===== config.mk =====
export PLATFORM = sky130hd
export DESIGN_NAME = pcileech_bar_rsp_packer
export DESIGN_NICKNAME = d
export VERILOG_FILES = /design/src/rtl/pcileech_bar_rsp_packer.sv
export SDC_FILE = /design/constraint.sdc
export NUM_CORES = 2
export LEC_CHECK = 0
export BUFFER_PORTS_ARGS = -buffer_cell sky130_fd_sc_hd__buf_2
export CAP_MARGIN = 15
export CELL_PAD_IN_SITES_DETAIL_PLACEMENT = 0
export CELL_PAD_IN_SITES_GLOBAL_PLACEMENT = 1
export CORE_ASPECT_RATIO = 2
export CORE_MARGIN = 2
export CORE_UTILIZATION = 44
export CTS_BUF_LIST = sky130_fd_sc_hd__clkbuf_2
export CTS_CLUSTER_SIZE = 28
export DETAILED_ROUTE_END_ITERATION = 7
export HOLD_SLACK_MARGIN = 0.06
export PLACE_DENSITY_LB_ADDON = 0.1
export SKIP_CTS_REPAIR_TIMING = 1
export SYNTH_ARGS = -nofsm -noshare
export SYNTH_HDL_FRONTEND = slang
export SYNTH_SLANG_ARGS = --single-unit

===== constraint.sdc =====
create_clock -name clk -period 17.61 [get_ports clk]
set_input_delay 0.8805 -clock clk [delete_from_list [all_inputs] [get_ports clk]]
set_output_delay 0.8805 -clock clk [all_outputs]
set_load 0.005 [all_outputs]

===== src/rtl/pcileech_bar_rsp_packer.sv =====
// Packs DWORD read replies from the BAR blocks into 64-bit beats (pairing equal contexts)
// and buffers them in a show-ahead FIFO toward the completion-TLP generator.
module pcileech_bar_rsp_packer #(
  parameter int DEPTH         = 16,
  parameter int FLUSH_TIMEOUT = 8
) (
  input  logic                     clk,
  input  logic                     rst,
  input  logic [87:0]              in_ctx,
  input  logic [31:0]              in_data,
  input  logic                     in_valid,
  output logic [87:0]              out_ctx,
  output logic [63:0]              out_data,
  output logic [1:0]               out_dwen,
  output logic                     out_valid,
  input  logic                     out_ready,
  output logic [$clog2(DEPTH):0]   fill_level,
  output logic                     overflow,
  output logic [15:0]              drop_count
);

  localparam int            AW       = $clog2(DEPTH);
  localparam int            BW       = 88 + 2 + 64;
  localparam logic [7:0]    TMO_LAST = 8'(FLUSH_TIMEOUT - 1);
  localparam logic [AW:0]   FULL_LVL = (AW + 1)'(DEPTH);

  typedef enum logic {S_IDLE, S_HOLD} state_t;

  function automatic logic [15:0] sat_inc16(input logic [15:0] v);
    return (v == 16'hFFFF) ? v : v + 16'd1;
  endfunction

  state_t       r_state, w_state_nxt;
  logic [7:0]   r_timer, w_timer_nxt;
  logic [87:0]  r_hold_ctx;
  logic [31:0]  r_hold_data;
  logic         w_latch;
  logic         w_push;
  logic [87:0]  w_push_ctx;
  logic [63:0]  w_push_data;
  logic [1:0]   w_push_dwen;

  always_comb begin
    w_state_nxt = r_state;
    w_timer_nxt = r_timer;
    w_latch     = 1'b0;
    w_push      = 1'b0;
    w_push_ctx  = r_hold_ctx;
    w_push_data = {32'h0, r_hold_data};
    w_push_dwen = 2'b01;
    case (r_state)
      S_IDLE: begin
        if (in_valid) begin
          w_latch     = 1'b1;
          w_timer_nxt = 8'd0;
          w_state_nxt = S_HOLD;
        end
      end
      S_HOLD: begin
        if (in_valid) begin
          w_push = 1'b1;
          if (in_ctx == r_hold_ctx) begin
            w_push_data = {in_data, r_hold_data};
            w_push_dwen = 2'b11;
            w_state_nxt = S_IDLE;
          end else begin
            w_latch     = 1'b1;
            w_timer_nxt = 8'd0;
          end
        end else if (r_timer == TMO_LAST) begin
          w_push      = 1'b1;
          w_state_nxt = S_IDLE;
        end else begin
          w_timer_nxt = r_timer + 8'd1;
        end
      end
      default: w_state_nxt = S_IDLE;
    endcase
  end

  always_ff @(posedge clk) begin
    if (rst) begin
      r_state <= S_IDLE;
      r_timer <= 8'd0;
    end else begin
      r_state <= w_state_nxt;
      r_timer <= w_timer_nxt;
    end
  end

  always_ff @(posedge clk) begin
    if (w_latch) begin
      r_hold_ctx  <= in_ctx;
      r_hold_data <= in_data;
    end
  end

  // ---- stage p0: registered push beat ----
  logic         r_beat_vld_p0;
  logic [87:0]  r_beat_ctx_p0;
  logic [63:0]  r_beat_data_p0;
  logic [1:0]   r_beat_dwen_p0;

  always_ff @(posedge clk) begin
    if (rst) r_beat_vld_p0 <= 1'b0;
    else     r_beat_vld_p0 <= w_push;
  end

  always_ff @(posedge clk) begin
    r_beat_ctx_p0  <= w_push_ctx;
    r_beat_data_p0 <= w_push_data;
    r_beat_dwen_p0 <= w_push_dwen;
  end

  // ---- FIFO: write of p0 beat, show-ahead read ----
  logic [BW-1:0] r_mem [DEPTH];
  logic [AW-1:0] r_wr_ptr, r_rd_ptr;
  logic [AW:0]   r_fill;
  logic          r_overflow;
  logic [15:0]   r_drop_cnt;
  logic          w_full, w_pop, w_wr_en, w_drop;
  logic [BW-1:0] w_head;

  assign w_full  = (r_fill == FULL_LVL);
  assign w_pop   = out_valid && out_ready;
  assign w_wr_en = r_beat_vld_p0 && (!w_full || w_pop);
  assign w_drop  = r_beat_vld_p0 && w_full && !w_pop;

  always_ff @(posedge clk) begin
    if (w_wr_en) r_mem[r_wr_ptr] <= {r_beat_ctx_p0, r_beat_dwen_p0, r_beat_data_p0};
  end

  always_ff @(posedge clk) begin
    if (rst) begin
      r_wr_ptr   <= '0;
      r_rd_ptr   <= '0;
      r_fill     <= '0;
      r_overflow <= 1'b0;
      r_drop_cnt <= 16'd0;
    end else begin
      if (w_wr_en) r_wr_ptr <= r_wr_ptr + AW'(1);
      if (w_pop)   r_rd_ptr <= r_rd_ptr + AW'(1);
      case ({w_wr_en, w_pop})
        2'b10:   r_fill <= r_fill + (AW + 1)'(1);
        2'b01:   r_fill <= r_fill - (AW + 1)'(1);
        default: r_fill <= r_fill;
      endcase
      if (w_drop) begin
        r_overflow <= 1'b1;
        r_drop_cnt <= sat_inc16(r_drop_cnt);
      end
    end
  end

  // Memory contents are never reset, so the head is masked to zero while empty.
  assign w_head     = r_mem[r_rd_ptr];
  assign out_valid  = (r_fill != '0);
  assign out_ctx    = out_valid ? w_head[BW-1:66] : 88'h0;
  assign out_dwen   = out_valid ? w_head[65:64]   : 2'b00;
  assign out_data   = out_valid ? w_head[63:0]    : 64'h0;
  assign fill_level = r_fill;
  assign overflow   = r_overflow;
  assign drop_count = r_drop_cnt;

endmodule

==> results.json <==
{
  "htreeDepth": 6,
  "worstSetupStartpointType": "flip-flop",
  "core_area_um2": 232000,
  "tritoncts": "built",
  "placed_cell_area_um2": 108000,
  "dp_cells": 7471,
  "final_report_setup_violation_count": 0,
  "layout-drive-gt1-share_pct": 37.5,
  "vdd_drop_max_mv": 0.0744,
  "initial_util_pct": 44.2,
  "synthesis.instances": 4261,
  "clock-skew-final_ps": 112,
  "fillers": 19124,
  "worstMarginPinSlew_ps": 1120,
  "final_core_occ_pct": 50.1,
  "core.rowCount": 250,
  "finalSetupTns_ps": 0,
  "cp.required_ps": 16730,
  "total_leakage_power_nw": 38.3,
  "final_min_period_over_clock_period_pct": 42.7,
  "synth_area_leader_cell": "edfxtp_1",
  "finalPower_mw": 12.9,
  "cts_made_buffers": 616,
  "slew_violations": 0,
  "syn-cell-area_um2": 102000,
  "dp_worst_setup_slack_ps": 11540,
  "first_global_vias": 52948,
  "library_cells_used_by_synthesis": 47,
  "drv.max_cap_violation_count": 0,
  "remaining_drc_errors": 0,
  "timing.final.ws_setup_ps": 10100,
  "clock-sinks": 2765,
  "design_area_um2": 116000,
  "synth_sequential_area_ratio_pct": 79.1,
  "postSynthAreaPerCell_um2": 24.0,
  "ys_ff_latch": 2765,
  "path_max_fanout": 97,
  "critical_path_arrival_ps": 6630,
  "drt-vias-per-instance": 5.56,
  "antenna_violating_nets_post_route": 0,
  "first_pass_iters": 5,
  "ioPinCount": 301,
  "hold_path.class": "in -> reg",
  "grt_overflow_total": 0,
  "timing_worst_setup_path_type": "reg -> out",
  "postSynth.topFlopCell": "edfxtp_1",
  "detailedRoute.firstIterationViolations": 3963,
  "postSynth.asyncResetShare_pct": 0,
  "area_growth_pct": 13.2,
  "crit_path_end_kind": "output pin",
  "relSlewSlack_pct": 25.3,
  "timing.hold.ws_ps": 175,
  "dp_hpwl_um": 135000,
  "cts.clk_slew.worst_paths_ps": 110,
  "place.port_buffers": 300,
  "cp_top_family": "buffers and inverters",
  "worst_path_max_delay_cell": "dfxtp_4",
  "vias": 49145,
  "ys_warn_count": 0,
  "root_driver": "clkbuf_2",
  "die_area_um2": 237000,
  "postRouteWirelength_um": 265000,
  "timing.final.hold_violations": 0,
  "die_x_um": 345,
  "instances_no_fill": 8836,
  "globalplace.congestion": 0.761,
  "critPathBufInv": 4,
  "rsz0062_at_grt": "no",
  "post_synthesis_net_count": 4393,
  "worst_path_largest_cell_delay_ps": 940,
  "wire_per_inst_um": 30.0,
  "fmaxAchievable_mhz": 133,
  "run_status": "completed",
  "post_synth_main_area_contributors": "edfxtp_1 (75%), mux4_2 (17%), dfxtp_1 (3.8%)",
  "clock_latency_ps": 1710,
  "critical_path_cell_by_cell": "buf_4, buf_12, buf_4, mux4_2, mux4_2, and2_1, buf_2",
  "grt_max_degree": 140,
  "layout.nets": 5445,
  "die_h_um": 686,
  "grt_antenna_before_repair": 20,
  "grtUsageTotal_pct": 22.3,
  "power_density_nw_per_um2": 111,
  "clock_tree.buffer_depth": 4,
  "synth_edf_count": 2568,
  "synth.top_cell.area_share_pct": 75.3,
  "period_minus_slack_ps": 7510,
  "grt_pass1_wl_um": 377000
}
==> state kept, by name, summed over array words and instances (netlist names), 4 cells and up, named ones only <==
name / flops
drop_count: 16
r_beat_ctx_p0: 88
r_timer: 8
r_hold_ctx: 88
r_beat_data_p0: 64
r_hold_data: 32
r_mem: 2448
r_rd_ptr: 4
r_wr_ptr: 4
fill_level: 5
==> layer usage <==
metal / up-vias / wire [um] / GRT usage (%)
met3: 417 / 13000 / 3.80
met2: 1554 / 136000 / 38.0
met5: - / 13 / 0
li1: 20499 / - / -
met1: 26673 / 111000 / 29.7
met4: 2 / 5610 / 5.94
==> layout by cell type (no fill, tap or decap), types with 15 or more instances in the layout <==
cell,synthesis,final
mux4_2,765,765
dfxtp_1,197,193
nand2b_1,18,17
clkbuf_2,0,949
nor2b_1,17,17
dlygate4sd3_1,0,248
edfxtp_1,2568,2568
buf_2,7,300
inv_1,20,20
nor2_1,54,42
xor2_1,31,31
buf_4,2,70
nand4_1,23,23
and2_1,186,186
inv_2,0,27
nand2_1,27,27
xnor2_1,55,55
buf_12,0,15
clkinv_1,0,106
==> area by class of cell <==
type	instances	area (um^2)	share of cell area (%)
flip-flops and latches	2765	81100	69.9
well taps	3024	3780	3.26
clock buffers	949	4750	4.09
inverters	20	75.1	0.0647
clock inverters	154	810	0.698
multi-input cells	1277	20700	17.8
repair buffers	633	4810	4.15
diodes	14	35.0	0.0302
==> worst reg2reg max path, delay by kind of cell, from the launching register on <==
kind            cells  cell delay, ps
simple gates        3            1700
buf+inv             3            1510
xor+xnor            1             700
flops               1             440
compound gates      1             340
==> path summary, 6_finish.rpt <==
kind                            depth (start not counted)  slack, ps                 end            start
worst max register to register                          8      12330     r_hold_data[11]   r_hold_ctx[25]
worst max-delay path                                    7      10100         out_ctx[75]        flip-flop
worst min register to register                          0        330  r_beat_data_p0[16]  r_hold_data[16]
worst min-delay path                                    4        180          r_timer[4]         in_valid
==> cell usage after synthesis, types with 12 or more instances <==
| library cell | count |
|---|---|
| xor2_1 | 31 |
| edfxtp_1 | 2568 |
| nor2_1 | 54 |
| xnor2_1 | 55 |
| dfxtp_1 | 197 |
| nand2_1 | 27 |
| clkbuf_1 | 134 |
| nand3_1 | 12 |
| inv_1 | 20 |
| and2_1 | 186 |
| nor2b_1 | 17 |
| nand4_1 | 23 |
| buf_1 | 56 |
| mux4_2 | 765 |
| nand2b_1 | 18 |
==> power by group <==
part	internal [mW]	total (mW)	switching, mW	leakage, nW
registers	7.24	7.38	0.145	25.7
clock network	1.54	3.99	2.46	4.38
logic	0.780	1.50	0.723	8.18
==> cells by family after synthesis <==
logic type                 share of synthesized area, %
DFF                                                79.1
muxes                                              16.9
and+or+nand+nor                                    2.06
buffers and inverters                             0.818
xor gates and xnor gates                          0.735
AOI/OAI and AO/OA                                 0.303
adders and majority gates                        0.0977
Power figures use the tool's default switching activity.
